$ cat config.mk
export PLATFORM = sky130hd
export DESIGN_NAME = riscv_decode_stage_flat
export DESIGN_NICKNAME = d
export VERILOG_FILES = /design/src/rtl/riscv_decode_stage_if.sv /design/src/rtl/riscv_decode_stage.sv /design/src/flat_wrapper.sv
export SDC_FILE = /design/constraint.sdc
export NUM_CORES = 1
export LEC_CHECK = 0
export ABC_CLOCK_PERIOD_IN_PS = 2300
export CAP_MARGIN = 10
export CELL_PAD_IN_SITES_DETAIL_PLACEMENT = 0
export CELL_PAD_IN_SITES_GLOBAL_PLACEMENT = 1
export CORE_ASPECT_RATIO = 1.25
export CORE_MARGIN = 5
export CORE_UTILIZATION = 40
export CTS_CLUSTER_SIZE = 14
export DETAILED_ROUTE_END_ITERATION = 12
export PLACE_DENSITY = 0.83
export SYNTH_ARGS = -nofsm -noshare
export SYNTH_HDL_FRONTEND = slang
export SYNTH_SLANG_ARGS = --single-unit
$ cat constraint.sdc
create_clock -name clk -period 2.3 [get_ports clk]
set_input_delay 0.575 -clock clk [delete_from_list [all_inputs] [get_ports clk]]
set_output_delay 0.575 -clock clk [all_outputs]
set_load 0.02 [all_outputs]
$ cat src/rtl/riscv_decode_stage_if.sv
// riscv_decode_stage_if: fetch-side and execute-side handshakes plus the decoded control bundle
interface riscv_decode_stage_if #(parameter int XLEN = 32);
  logic            in_valid_i;
  logic            in_ready_o;
  logic [31:0]     instr_i;
  logic [XLEN-1:0] pc_i;
  logic            out_valid_o;
  logic            out_ready_i;
  logic [XLEN-1:0] pc_o;
  logic [4:0]      rs1_o;
  logic [4:0]      rs2_o;
  logic [4:0]      rd_o;
  logic [31:0]     imm_o;
  logic [3:0]      alu_op_o;
  logic            alu_src_imm_o;
  logic            reg_write_o;
  logic            mem_read_o;
  logic            mem_write_o;
  logic [2:0]      mem_funct3_o;
  logic            branch_o;
  logic            jal_o;
  logic            jalr_o;
  logic            lui_o;
  logic            auipc_o;
  logic            illegal_o;
  modport slave (
    input  in_valid_i, instr_i, pc_i, out_ready_i,
    output in_ready_o, out_valid_o, pc_o, rs1_o, rs2_o, rd_o, imm_o, alu_op_o, alu_src_imm_o,
           reg_write_o, mem_read_o, mem_write_o, mem_funct3_o, branch_o, jal_o, jalr_o,
           lui_o, auipc_o, illegal_o
  );
  modport master (
    output in_valid_i, instr_i, pc_i, out_ready_i,
    input  in_ready_o, out_valid_o, pc_o, rs1_o, rs2_o, rd_o, imm_o, alu_op_o, alu_src_imm_o,
           reg_write_o, mem_read_o, mem_write_o, mem_funct3_o, branch_o, jal_o, jalr_o,
           lui_o, auipc_o, illegal_o
  );
endinterface

$ cat src/rtl/riscv_decode_stage.sv
// riscv_decode_stage: RV32I decode into a 2-entry skid buffer; define RISCV_SHIFT_OPS_EN to decode shifts
module riscv_decode_stage #(
  parameter int XLEN = 32
) (
  input  logic                 clk,
  input  logic                 rst_n,
  input  logic                 flush_i,
  riscv_decode_stage_if.slave  bus
);
  localparam logic [6:0] OP_LUI    = 7'b0110111;
  localparam logic [6:0] OP_AUIPC  = 7'b0010111;
  localparam logic [6:0] OP_JAL    = 7'b1101111;
  localparam logic [6:0] OP_JALR   = 7'b1100111;
  localparam logic [6:0] OP_BRANCH = 7'b1100011;
  localparam logic [6:0] OP_LOAD   = 7'b0000011;
  localparam logic [6:0] OP_STORE  = 7'b0100011;
  localparam logic [6:0] OP_IMM    = 7'b0010011;
  localparam logic [6:0] OP_REG    = 7'b0110011;
  localparam logic [3:0] ALU_ADD = 4'b0000;
  localparam logic [3:0] ALU_SUB = 4'b0001;
  localparam logic [3:0] ALU_AND = 4'b0010;
  localparam logic [3:0] ALU_OR  = 4'b0011;
  localparam logic [3:0] ALU_XOR = 4'b0100;
  typedef struct packed {
    logic [XLEN-1:0] pc;
    logic [4:0]      rs1;
    logic [4:0]      rs2;
    logic [4:0]      rd;
    logic [31:0]     imm;
    logic [3:0]      alu_op;
    logic            alu_src_imm;
    logic            reg_write;
    logic            mem_read;
    logic            mem_write;
    logic [2:0]      mem_funct3;
    logic            branch;
    logic            jal;
    logic            jalr;
    logic            lui;
    logic            auipc;
    logic            illegal;
  } bundle_t;
  typedef enum logic [1:0] {EMPTY, ONE, TWO} state_t;
  logic [31:0] ins;
  logic [6:0]  opc;
  logic [2:0]  f3;
  logic [6:0]  f7;
  logic        f7_zero;
  logic        f7_alt;
  logic        f3_slt;
  logic [31:0] imm_i;
  logic [31:0] imm_s;
  logic [31:0] imm_b;
  logic [31:0] imm_u;
  logic [31:0] imm_j;
  logic [3:0]  alu_f3;
  logic        shift_bad_reg;
  logic        shift_bad_imm;
  logic        ill_reg;
  logic        ill_imm;
  bundle_t     dec;
  bundle_t     head;
  bundle_t     tail;
  state_t      state;
  logic        in_ready_q;
  logic        out_valid_q;
  logic        in_acc;
  logic        out_acc;
  assign ins     = bus.instr_i;
  assign opc     = ins[6:0];
  assign f3      = ins[14:12];
  assign f7      = ins[31:25];
  assign f7_zero = f7 == 7'b0000000;
  assign f7_alt  = f7 == 7'b0100000;
  assign f3_slt  = f3 == 3'b010 || f3 == 3'b011;
  assign imm_i = {{20{ins[31]}}, ins[31:20]};
  assign imm_s = {{20{ins[31]}}, ins[31:25], ins[11:7]};
  assign imm_b = {{19{ins[31]}}, ins[31], ins[7], ins[30:25], ins[11:8], 1'b0};
  assign imm_u = {ins[31:12], 12'b0};
  assign imm_j = {{11{ins[31]}}, ins[31], ins[19:12], ins[20], ins[30:21], 1'b0};
`ifdef RISCV_SHIFT_OPS_EN
  assign alu_f3 = f3 == 3'b100 ? ALU_XOR :
                  f3 == 3'b110 ? ALU_OR  :
                  f3 == 3'b111 ? ALU_AND :
                  f3 == 3'b001 ? 4'b0101 :
                  f3 == 3'b101 ? (f7_alt ? 4'b0111 : 4'b0110) : ALU_ADD;
  // register shifts are already policed by the funct7 checks below
  assign shift_bad_reg = 1'b0;
  assign shift_bad_imm = f3 == 3'b001 ? !f7_zero :
                         f3 == 3'b101 ? !(f7_zero || f7_alt) : 1'b0;
`else
  logic is_shift;
  assign is_shift = f3 == 3'b001 || f3 == 3'b101;
  assign alu_f3 = f3 == 3'b100 ? ALU_XOR :
                  f3 == 3'b110 ? ALU_OR  :
                  f3 == 3'b111 ? ALU_AND : ALU_ADD;
  assign shift_bad_reg = is_shift;
  assign shift_bad_imm = is_shift;
`endif
  assign ill_reg = !(f7_zero || f7_alt) || (f7_alt && !(f3 == 3'b000 || f3 == 3'b101)) ||
                   f3_slt || shift_bad_reg;
  assign ill_imm = f3_slt || shift_bad_imm;
  // combinational decode of the offered word; illegal entries lose every side-effect enable
  always_comb begin
    dec            = '0;
    dec.pc         = bus.pc_i;
    dec.rs1        = ins[19:15];
    dec.rs2        = ins[24:20];
    dec.rd         = ins[11:7];
    dec.mem_funct3 = f3;
    dec.alu_op     = ALU_ADD;
    case (opc)
      OP_LUI: begin
        dec.imm = imm_u;
        dec.rs1 = '0;
        dec.alu_src_imm = 1'b1;
        dec.reg_write = 1'b1;
        dec.lui = 1'b1;
      end
      OP_AUIPC: begin
        dec.imm = imm_u;
        dec.alu_src_imm = 1'b1;
        dec.reg_write = 1'b1;
        dec.auipc = 1'b1;
      end
      OP_JAL: begin
        dec.imm = imm_j;
        dec.alu_src_imm = 1'b1;
        dec.reg_write = 1'b1;
        dec.jal = 1'b1;
      end
      OP_JALR: begin
        dec.imm = imm_i;
        dec.alu_src_imm = 1'b1;
        dec.reg_write = 1'b1;
        dec.jalr = 1'b1;
        dec.illegal = f3 != 3'b000;
      end
      OP_BRANCH: begin
        dec.imm = imm_b;
        dec.alu_op = ALU_SUB;
        dec.branch = 1'b1;
        dec.illegal = f3_slt;
      end
      OP_LOAD: begin
        dec.imm = imm_i;
        dec.alu_src_imm = 1'b1;
        dec.reg_write = 1'b1;
        dec.mem_read = 1'b1;
        dec.illegal = f3 == 3'b011 || f3[2:1] == 2'b11;
      end
      OP_STORE: begin
        dec.imm = imm_s;
        dec.alu_src_imm = 1'b1;
        dec.mem_write = 1'b1;
        dec.illegal = f3 > 3'b010;
      end
      OP_IMM: begin
        dec.imm = imm_i;
        dec.alu_src_imm = 1'b1;
        dec.reg_write = 1'b1;
        dec.alu_op = alu_f3;
        dec.illegal = ill_imm;
      end
      OP_REG: begin
        dec.reg_write = 1'b1;
        dec.alu_op = (f3 == 3'b000 && f7_alt) ? ALU_SUB : alu_f3;
        dec.illegal = ill_reg;
      end
      default: dec.illegal = 1'b1;
    endcase
    if (dec.illegal) begin
      dec.reg_write = 1'b0;
      dec.mem_read  = 1'b0;
      dec.mem_write = 1'b0;
      dec.branch    = 1'b0;
      dec.jal       = 1'b0;
      dec.jalr      = 1'b0;
    end
  end
  assign in_acc  = bus.in_valid_i && in_ready_q;
  assign out_acc = out_valid_q && bus.out_ready_i;
  // skid FSM: head drives the outputs, tail catches the word taken while the head is stalled
  always_ff @(posedge clk or negedge rst_n) begin
    if (!rst_n) begin
      state       <= EMPTY;
      in_ready_q  <= 1'b1;
      out_valid_q <= 1'b0;
      head        <= '0;
      tail        <= '0;
    end else if (flush_i) begin
      state       <= EMPTY;
      in_ready_q  <= 1'b1;
      out_valid_q <= 1'b0;
    end else begin
      case (state)
        EMPTY: if (in_acc) begin
          head        <= dec;
          state       <= ONE;
          out_valid_q <= 1'b1;
        end
        ONE: if (in_acc && out_acc) begin
          head <= dec;
        end else if (in_acc) begin
          tail       <= dec;
          state      <= TWO;
          in_ready_q <= 1'b0;
        end else if (out_acc) begin
          state       <= EMPTY;
          out_valid_q <= 1'b0;
        end
        TWO: if (out_acc) begin
          head       <= tail;
          state      <= ONE;
          in_ready_q <= 1'b1;
        end
        default: begin
          state       <= EMPTY;
          in_ready_q  <= 1'b1;
          out_valid_q <= 1'b0;
        end
      endcase
    end
  end
  assign bus.in_ready_o    = in_ready_q;
  assign bus.out_valid_o   = out_valid_q;
  assign bus.pc_o          = head.pc;
  assign bus.rs1_o         = head.rs1;
  assign bus.rs2_o         = head.rs2;
  assign bus.rd_o          = head.rd;
  assign bus.imm_o         = head.imm;
  assign bus.alu_op_o      = head.alu_op;
  assign bus.alu_src_imm_o = head.alu_src_imm;
  assign bus.reg_write_o   = head.reg_write;
  assign bus.mem_read_o    = head.mem_read;
  assign bus.mem_write_o   = head.mem_write;
  assign bus.mem_funct3_o  = head.mem_funct3;
  assign bus.branch_o      = head.branch;
  assign bus.jal_o         = head.jal;
  assign bus.jalr_o        = head.jalr;
  assign bus.lui_o         = head.lui;
  assign bus.auipc_o       = head.auipc;
  assign bus.illegal_o     = head.illegal;
endmodule

$ cat src/flat_wrapper.sv
// flat-port wrapper written by rule: the top's interface ports become plain ports
module riscv_decode_stage_flat 
#(
  parameter int XLEN = 32
)
  (clk, rst_n, flush_i, bus_in_valid_i, bus_instr_i, bus_pc_i, bus_out_ready_i, bus_in_ready_o, bus_out_valid_o, bus_pc_o, bus_rs1_o, bus_rs2_o, bus_rd_o, bus_imm_o, bus_alu_op_o, bus_alu_src_imm_o, bus_reg_write_o, bus_mem_read_o, bus_mem_write_o, bus_mem_funct3_o, bus_branch_o, bus_jal_o, bus_jalr_o, bus_lui_o, bus_auipc_o, bus_illegal_o);
  riscv_decode_stage_if #(.XLEN(XLEN)) bus_i ();
  input  logic clk;
  input  logic rst_n;
  input  logic flush_i;
  input wire logic [$bits(bus_i.in_valid_i)-1:0] bus_in_valid_i;
  input wire logic [$bits(bus_i.instr_i)-1:0] bus_instr_i;
  input wire logic [$bits(bus_i.pc_i)-1:0] bus_pc_i;
  input wire logic [$bits(bus_i.out_ready_i)-1:0] bus_out_ready_i;
  output wire logic [$bits(bus_i.in_ready_o)-1:0] bus_in_ready_o;
  output wire logic [$bits(bus_i.out_valid_o)-1:0] bus_out_valid_o;
  output wire logic [$bits(bus_i.pc_o)-1:0] bus_pc_o;
  output wire logic [$bits(bus_i.rs1_o)-1:0] bus_rs1_o;
  output wire logic [$bits(bus_i.rs2_o)-1:0] bus_rs2_o;
  output wire logic [$bits(bus_i.rd_o)-1:0] bus_rd_o;
  output wire logic [$bits(bus_i.imm_o)-1:0] bus_imm_o;
  output wire logic [$bits(bus_i.alu_op_o)-1:0] bus_alu_op_o;
  output wire logic [$bits(bus_i.alu_src_imm_o)-1:0] bus_alu_src_imm_o;
  output wire logic [$bits(bus_i.reg_write_o)-1:0] bus_reg_write_o;
  output wire logic [$bits(bus_i.mem_read_o)-1:0] bus_mem_read_o;
  output wire logic [$bits(bus_i.mem_write_o)-1:0] bus_mem_write_o;
  output wire logic [$bits(bus_i.mem_funct3_o)-1:0] bus_mem_funct3_o;
  output wire logic [$bits(bus_i.branch_o)-1:0] bus_branch_o;
  output wire logic [$bits(bus_i.jal_o)-1:0] bus_jal_o;
  output wire logic [$bits(bus_i.jalr_o)-1:0] bus_jalr_o;
  output wire logic [$bits(bus_i.lui_o)-1:0] bus_lui_o;
  output wire logic [$bits(bus_i.auipc_o)-1:0] bus_auipc_o;
  output wire logic [$bits(bus_i.illegal_o)-1:0] bus_illegal_o;
  assign bus_i.in_valid_i = bus_in_valid_i;
  assign bus_i.instr_i = bus_instr_i;
  assign bus_i.pc_i = bus_pc_i;
  assign bus_i.out_ready_i = bus_out_ready_i;
  assign bus_in_ready_o = bus_i.in_ready_o;
  assign bus_out_valid_o = bus_i.out_valid_o;
  assign bus_pc_o = bus_i.pc_o;
  assign bus_rs1_o = bus_i.rs1_o;
  assign bus_rs2_o = bus_i.rs2_o;
  assign bus_rd_o = bus_i.rd_o;
  assign bus_imm_o = bus_i.imm_o;
  assign bus_alu_op_o = bus_i.alu_op_o;
  assign bus_alu_src_imm_o = bus_i.alu_src_imm_o;
  assign bus_reg_write_o = bus_i.reg_write_o;
  assign bus_mem_read_o = bus_i.mem_read_o;
  assign bus_mem_write_o = bus_i.mem_write_o;
  assign bus_mem_funct3_o = bus_i.mem_funct3_o;
  assign bus_branch_o = bus_i.branch_o;
  assign bus_jal_o = bus_i.jal_o;
  assign bus_jalr_o = bus_i.jalr_o;
  assign bus_lui_o = bus_i.lui_o;
  assign bus_auipc_o = bus_i.auipc_o;
  assign bus_illegal_o = bus_i.illegal_o;
  riscv_decode_stage #(.XLEN(XLEN)) u_core (.clk(clk), .rst_n(rst_n), .flush_i(flush_i), .bus(bus_i));
endmodule
==> run_results.csv <==
group,metric,value,unit
routing,drc,0,
synthesis,synth.distinct_cells,58,
worst_setup_path,cp.required,1730,ps
global_route,grt_usage,20.23,%
routing,drtAntennaViolNets,0,
floorplan,ios,167,
worst_setup_path,cp_data_arrival_time,1620,ps
clocking,insertion_delay,430,ps
clocking,cts-root-buf,"clkbuf_16",
sta,tightest_slew,765.8,ps
routing,routed-wl-met2,12270,um
synthesis,syn_inst,897,
finish,finish.instance_area,11840,um2
routing,vias_per_cell,5.287,
clocking,clock_sinks,194,
synthesis,syn-cell-area,8718,um2
worst_setup_path,startpoint_type,"flip-flop",
synthesis,seq_area_frac_synth,55.70,%
routing,drt_wl_total,24550,um
floorplan,rows,60,
worst_setup_path,path_class,"flip-flop to output port",
worst_setup_path,path_max_fanout,6,
worst_setup_path,cp_top_family,"buffers and inverters",
sta,fin_crit_sh,95.34,%
sta,finClkSkew,10.30,ps
clocking,clkTransAtPathRegs,70,ps
synthesis,synth_seq_cells,194,
routing,vias,7359,
routing,first_pass_iters,5,
power_and_ir_drop,peakVddDrop,611.7,uV
finish,layout.nets,1169,
synthesis,ys.warnings.count,0,
power_and_ir_drop,power.density,972.0,nW/um2
routing,wl_per_cell,17.63,um
clocking,h-tree-depth,4,
worst_setup_path,reg2regPathDepth,6,
finish,syn_to_final_growth,35.81,%
synthesis,synth_flop_cell,"dfrtp_1",
routing,drtIter0Drc,497,
synthesis,async_reset_ff_share,100.0,%
power_and_ir_drop,leakage,5.144,nW
synthesis,synth_edf_count,0,
hold_path,holdCritPathClass,"input port to async pin",
sta,fin_crit,2193,ps
routing,top_layer_used,"met4",
sta,slew_headroom,48.95,%
sta,grt_setup_unrepaired,"no",
worst_setup_path,crit_slowest_cell,"clkdlybuf4s50_1",
clocking,cts_buffer_depth,2,
worst_setup_path,critPathMaxStageDelay,610,ps
place,dpl.hpwl,17710,um
floorplan,die_w,142.1,um
finish,nFillCells,1966,
global_route,grt-ovfl-total,0,
sta,setup_ws,107.1,ps
floorplan,die_area,24870,um2
global_route,antenna_found_initial,0,
worst_setup_path,end_kind,"output port",
synthesis,synth_area_per_cell,9.719,um2
sta,setup_viol,0,
floorplan,die_h,175.1,um
sta,hold_ws,84.23,ps
worst_setup_path,cp_num_cells,1,
clocking,hold_buffers,0,
worst_setup_path,worstPathCellList,"clkdlybuf4s50_1",
job,max-cap-violations,0,
clocking,cts_buffers,17,
floorplan,coreArea,21470,um2
clocking,cts_tree,"yes",
worst_setup_path,critPathBufInv,1,
sta,fmax,456.0,MHz
sta,slew_violations,0,
global_route,grt_max_degree,50,
place,dpl_worst_slack,-282.1,ps
finish,antenna_cells,0,
run_status,status,"finished clean",
place,io_buffers,165,
synthesis,syn_nets,966,
global_route,grt_pass1_wl,40050,um
place,routabilityCongestion,0.8718,
floorplan,initial_core_util,40.61,%
routing,wl_met3,1078,um
routing,wl_met1,10430,um
global_route,grt_pass1_vias,7430,
sta,hold_viol_final,0,
place,dpl_cell_area,11220,um2
finish,drive_gt1_share,16.26,%
-- final cells by class --
class                           instances  area, um2  share of cell area (%)
Clock buffer                           21      460.4                   3.889
Clock inverter                         11      153.9                   1.300
Inverter                                2      7.507                 0.06340
Multi-Input combinational cell        630       3532                   29.83
Sequential cell                       194       4856                   41.01
Tap cell                              279      349.1                   2.948
Timing Repair Buffer                  255       2481                   20.96
-- layout by cell type (no fill, tap or decap), drive strengths merged, types with 3 or more instances in the layout --
| cell | n |
|---|---|
| dfrtp | 193 |
| nand2 | 180 |
| clkdlybuf4s50 | 164 |
| buf | 90 |
| nor2 | 82 |
| o21ai | 77 |
| a31oi | 57 |
| a21oi | 57 |
| mux2 | 46 |
| and3 | 30 |
| clkbuf | 22 |
| a22oi | 17 |
| nand3 | 12 |
| nor3 | 9 |
| nand2b | 7 |
| nand3b | 6 |
| a21o | 6 |
| clkinvlp | 4 |
| inv | 4 |
| a221o | 3 |
| bufinv | 3 |
| o31ai | 3 |
| a2111oi | 3 |
-- cells in the mapped netlist, drive strengths merged (2+ instances only) --
cell type | n | area (um2)
nand2b | 7 | 43.79
o21ai | 77 | 389.1
or3 | 2 | 17.52
a21o | 6 | 45.04
nand3 | 12 | 60.06
a22o | 2 | 17.52
clkbuf | 29 | 108.9
a221o | 3 | 30.03
and3 | 30 | 187.7
a31oi | 57 | 356.6
nand4 | 2 | 12.51
a21oi | 57 | 285.3
o22ai | 2 | 18.77
nor4b | 2 | 17.52
o31ai | 3 | 36.28
a2111oi | 3 | 32.53
a22oi | 17 | 127.6
o21a | 2 | 15.01
nand3b | 6 | 45.04
nor4 | 2 | 12.51
o41ai | 2 | 17.52
dfrtp | 193 | 4830
nand4bb | 2 | 38.79
nand2 | 180 | 678.2
mux2 | 46 | 518.0
inv | 2 | 7.510
buf | 42 | 239.0
o21bai | 2 | 15.01
nor2 | 82 | 307.8
nor3 | 9 | 45.04
-- where the power goes --
part	leakage, nW	total [mW]	switching [mW]	internal, mW
combinational	2.43	3.51	1.75	1.76
clock	0.288	3.09	1.31	1.78
sequential	2.42	4.90	0.525	4.38
-- final timing paths --
check                                      start               endpoint  slack (ps)
setup / recovery           u_core.bus.in_ready_o         bus_in_ready_o         110
hold / removal                             rst_n        u_core.tail[95]          80
setup reg to reg                 u_core.state[1]        u_core.tail[11]         440
hold reg to reg                  u_core.tail[29]        u_core.tail[29]         470
max in group asynchronous                  rst_n  u_core.bus.in_ready_o        1560
min in group clk                 u_core.tail[29]        u_core.tail[29]         470
-- metal layers --
metal  GRT usage (%)  up-vias
li1                -     3545
met1           26.06     3574
met2           33.96      196
met3           3.340       44
met4           7.800        0
met5               0        -
-- state kept, by name (all words and copies together) (netlist names), 2 cells and up --
signal,cells
u_core.bus.alu_op_o,3
u_core.bus.rs2_o,5
u_core.bus.mem_funct3_o,3
u_core.bus.pc_o,32
u_core.bus.rd_o,5
u_core.bus.imm_o,32
u_core.state,2
u_core.tail,95
u_core.bus.rs1_o,5
-- kinds of logic (layout without fill, tap and decap cells) --
| logic type | count (synthesis) | after routing | share of synthesized area (%) |
|---|---|---|---|
| multiplexers | 47 | 47 | 6.056 |
| AO/OA/AOI/OAI | 241 | 241 | 16.81 |
| flip-flops | 194 | 194 | 55.70 |
| buffers and inverters | 73 | 289 | 4.076 |
| AND/OR/NAND/NOR | 341 | 341 | 17.32 |
| other | 1 | 1 | 0.04301 |
-- through the flow --
stage | util [%] | total power [mW] | setup TNS, ps | cells
6_report | 55.15 | 11.51 | 0 | 1392
4_1_cts | 55.13 | 11.62 | 0 | 1392
3_3_place_gp | 52.27 | 8.417 | -12150 | 1360
5_1_grt | 55.15 | 12.15 | 0 | 1392
3_5_place_dp | 52.27 | 8.526 | -16170 | 1360
2_1_floorplan | - | 6.725 | 0 | 897
-- what timing repair did --
| item | in CTS | in global routing |
|---|---|---|
| setup endpoints to repair | 0 | 3 |
| resized for setup | 0 | 1 |
| setup buffers | 0 | 0 |
Note: power is estimated with default switching activity, not from simulation.
